$ cat src/rtl/led_chaser.sv
// Free-running LED chaser: a one-hot byte rotates left once per prescaler
// period on the upper LED byte, and the slide switches drive the lower byte directly.
module led_chaser #(
    parameter int unsigned DIV_MAX = 5000000,
    parameter int unsigned CNT_W   = 32
) (
    input  logic        clk,
    input  logic        rst,
    input  logic [7:0]  sw,
    output logic [15:0] ledr
);

    logic [CNT_W-1:0] cnt_q;
    logic [CNT_W-1:0] cnt_d;
    logic [7:0]       ring_q;
    logic [7:0]       ring_d;

    // The ring steps on the edge where cnt is 0. Because cnt resets to 0,
    // the first step happens on the first edge after reset is released.
    // The >= compare brings any out-of-range count back to 0 in one cycle.
    always_comb begin
        cnt_d  = (cnt_q >= CNT_W'(DIV_MAX)) ? '0 : cnt_q + CNT_W'(1);
        ring_d = (cnt_q == '0) ? {ring_q[6:0], ring_q[7]} : ring_q;
    end

    always_ff @(posedge clk) begin
        if (rst) begin
            cnt_q  <= '0;
            ring_q <= 8'h01;
        end else begin
            cnt_q  <= cnt_d;
            ring_q <= ring_d;
        end
    end

    assign ledr[15:8] = ring_q;

    generate
        for (genvar gi = 0; gi < 8; gi++) begin : g_sw
            assign ledr[gi] = sw[gi];
        end
    endgenerate

endmodule

$ cat config.mk
export PLATFORM = sky130hd
export DESIGN_NAME = led_chaser
export DESIGN_NICKNAME = d
export VERILOG_FILES = /design/src/rtl/led_chaser.sv
export SDC_FILE = /design/constraint.sdc
export NUM_CORES = 1
export LEC_CHECK = 0
export ABC_CLOCK_PERIOD_IN_PS = 2900
export CAP_MARGIN = 20
export CELL_PAD_IN_SITES_DETAIL_PLACEMENT = 0
export CELL_PAD_IN_SITES_GLOBAL_PLACEMENT = 1
export CORE_ASPECT_RATIO = 0.75
export CORE_UTILIZATION = 35
export DETAILED_ROUTE_END_ITERATION = 16
export GPL_TIMING_DRIVEN = 0
export PLACE_DENSITY_LB_ADDON = 0.1
export SLEW_MARGIN = 10
export SYNTH_ARGS = -nofsm -noshare
export SYNTH_HDL_FRONTEND = slang
export SYNTH_SLANG_ARGS = --single-unit
$ cat constraint.sdc
create_clock -name clk -period 2.9 [get_ports clk]
set_clock_uncertainty 0.1 [all_clocks]
set_input_delay 0.435 -clock clk [delete_from_list [all_inputs] [get_ports clk]]
set_output_delay 0.435 -clock clk [all_outputs]
set_load 0.01 [all_outputs]
==> impl_results.md <==
- Global route overflow: 0
- Nets@finish: 229
- Post-CTS Setup Inserts: 0
- FMAX: 485 MHz
- Max VDD drop: 0.215 mV
- Final Hold Violating Endpoints: 0
- Avg Synthesized Cell Area: 9.81 um2
- Yosys cell types: 39
- Finish-stage setup viols: 0
- Placed cells: 270
- Num CTS Buffers: 5
- Initial Util: 36.8%
- Worst Setup SP: cnt_q[0]$_SDFF_PP0_
- Worst path cell trace: ha_1 > and3_1 > buf_6 > nand4_4 > or4_4 > a211oi_2
- Post-synthesis xor/xnor area fraction: 5.79%
- CTS HTree Levels: 2
- Crit path to: cnt_q[22]$_SDFF_PP0_
- Cts-stage hold buffer count: 0
- Reg clk slew, reported paths: 0.08 ns
- Slew @ Worst Pin: 0.597 ns
- RD Place Congestion: 0.745
- Die footprint: 5480 um2
- Power Density: 471 nW/um2
- CP Capture Type: register
- Max Cap Violations: 0
- Vias in the first global route: 1,378
- DR vias/cell: 5.13
- Core Area: 4930 um2
- Setup Crit Path Kind: reg -> reg
- Cells after Synth: 185
- Top cells by area, synth: dfxtp_1 (44%), mux2i_1 (4.4%), nor3_1 (4.4%)
- Post-synth EDFFs: 0
- CP Launch Type: register
- CP required: 3.02 ns
- Yosys top cell by area: dfxtp_1
- Top-area cell type share of the netlist area: 44.1%
- Root Buffer: clkbuf_8
- Synth Area in Simple Gates: 26.5%
- Post-synthesis sequential area ratio: 44.1%
- Area Overhead vs Synth: 21.3%
- Synthesis-stage register bit count: 40
- Crit-path max FO: 10
- Leak Pwr: 0.000748 uW
- Syn. warnings: 0
- FF-to-FF Start: cnt_q[0]$_SDFF_PP0_
- Adder-cell share of the synthesized area: 1.38%
- Async SR Flop Fraction: 0%
- Status: finished clean
- Mapped Area: 1820 um2
- Main combinational cell family by area after synthesis: simple AND/OR/NAND/NOR gates
- # clock sinks: 40
- Row count: 22
- Min Hold Slack: 0.402 ns
- Clock tree buffer depth: 2
- Critical path's largest stage delay: 0.56 ns
- First-pass GRT wire length: 6470 um
- Top FF cell, synth: dfxtp_1
- Worst reg2reg path depth: 6
- Largest net degree at the start of global routing: 14
- Share of layout cells above drive strength 1: 17.0%
- Overall Global Routing Usage: 15.3%
- Max_slew headroom: 59.8%
- Antenna-violating nets left: 0
- Critical R2R Capture: cnt_q[22]$_SDFF_PP0_
- Synth top cells by count: dfxtp_1 (40), nor3_1 (16), buf_4 (9), mux2i_1 (8), nand2b_1 (8)
- DR iter-0 viols: 74
- # IOs: 26
- Period utilisation layout: 71.0%
- R2R Setup Slk: 0.84 ns
- CTS tree: yes
- # diodes: 0
- Multiplexer area fraction after synthesis: 4.41%
- Top-count cell post-synth: dfxtp_1
- CP max stage cell: or4_4
- Die Wd: 85.2 um
- Remaining DRCs: 0
- Wirelength per Cell: 13.8 um
- Die H: 64.4 um
- WP data arrival: 2.18 ns
- Post-synthesis compound-gate area fraction: 10.3%
- Overall routed net length: 3820 um
- Final setup TNS: 0 ns
- Buffers added on ports: 17
- RSZ-0062 raised after global routing: false
- Fin util: 44.7%
- Post-route cell area: 2200 um2
- Clock Latency Late Sink: 0.29 ns
- First-pass detailed-route iteration total: 4
- Post-CTS Resized: 0
- Antenna violations before repair: 0
- Placed Area: 2090 um2
- Slew Viols, Final: 0
- Fin cells: 278
- Hold/Removal Path Class: reg -> reg
- DR vias: 1,427
- Post-DP HPWL: 2870 um
- Post-layout minimum cycle time: 2.06 ns
## power breakdown
group	total [uW]	internal [uW]	switching, uW	leakage [uW]
combinational	31.5	20.6	10.9	0.000368
clock	448	255	194	0.0000541
sequential	557	556	1.95	0.000326
## flip-flops by register name, indices dropped and copies added (netlist names)
name	flops
cnt_q	32
ring_q	8
## through the flow
stage	total power, uW	setup slack (ns)
floorplan	588	1.02
global route	1070	0.677
CTS	1050	0.842
global placement	602	0.862
detailed placement	602	0.857
finish	1040	0.840
## layer usage
layer,GRT usage [%],vias up,wire length (um)
met2,23.2,36,1580
met1,20.8,664,2000
li1,-,722,-
met4,5.93,0,33
met5,0,-,0
met3,4.01,5,214
## worst min path at each step
stage	startpoint	to	slack [ns]	cells past startpoint
6_report	ring_q[7]$_SDFFE_PP0N_	ring_q[7]$_SDFFE_PP0N_	0.40	2
5_1_grt	ring_q[7]$_SDFFE_PP0N_	ring_q[7]$_SDFFE_PP0N_	0.42	2
4_1_cts	ring_q[7]$_SDFFE_PP0N_	ring_q[7]$_SDFFE_PP0N_	0.41	2
3_5_place_dp	ring_q[7]$_SDFFE_PP0N_	ring_q[7]$_SDFFE_PP0N_	0.39	2
3_3_place_gp	ring_q[0]$_SDFFE_PP1N_	ring_q[1]$_SDFFE_PP0N_	0.39	2
2_1_floorplan	cnt_q[21]$_SDFF_PP0_	cnt_q[21]$_SDFF_PP0_	0.37	2
## final cells by class
class | instances | area [um2]
flip-flops and latches | 40 | 801
clock buffers | 5 | 68.8
multi-input cells | 130 | 912
plain buffers | 16 | 106
fillers | 481 | 2730
inverters | 7 | 26.3
well taps | 60 | 75.1
repair buffers | 17 | 170
clock inverters | 3 | 42.5
## critical path, delay by kind of cell, from the launching register on
kind,cells,cell delay (ns)
AO/OA/AOI/OAI,1,0.21
adder cells (fa/ha/maj),1,0.21
buffers and inverters,1,0.12
flip-flops,1,0.41
AND/OR/NAND/NOR,3,0.93
## layout by cell type, fill, tap and decap left out, types with 3 or more instances in the layout
master,count
nand4_1,7
dfxtp_1,40
xor2_1,5
nor4_1,6
and3_1,3
o21ai_0,5
nor2_1,7
buf_4,9
nand2b_1,8
a211oi_2,5
a211oi_1,4
mux2i_1,8
xnor2_1,7
nand2_1,6
buf_2,4
nand3_1,7
clkbuf_8,5
clkdlybuf4s50_1,17
conb_1,9
or4_1,3
inv_1,7
o31ai_1,3
nor3_1,16
## cells by family after synthesis
logic type,count (synthesis)
AOI/OAI and AO/OA,22
xor gates and xnor gates,12
adders and majority gates,2
buffers and inverters,23
DFF,40
muxes,8
other,1
and+or+nand+nor,77
No activity file was read; power rests on OpenSTA's default activity.
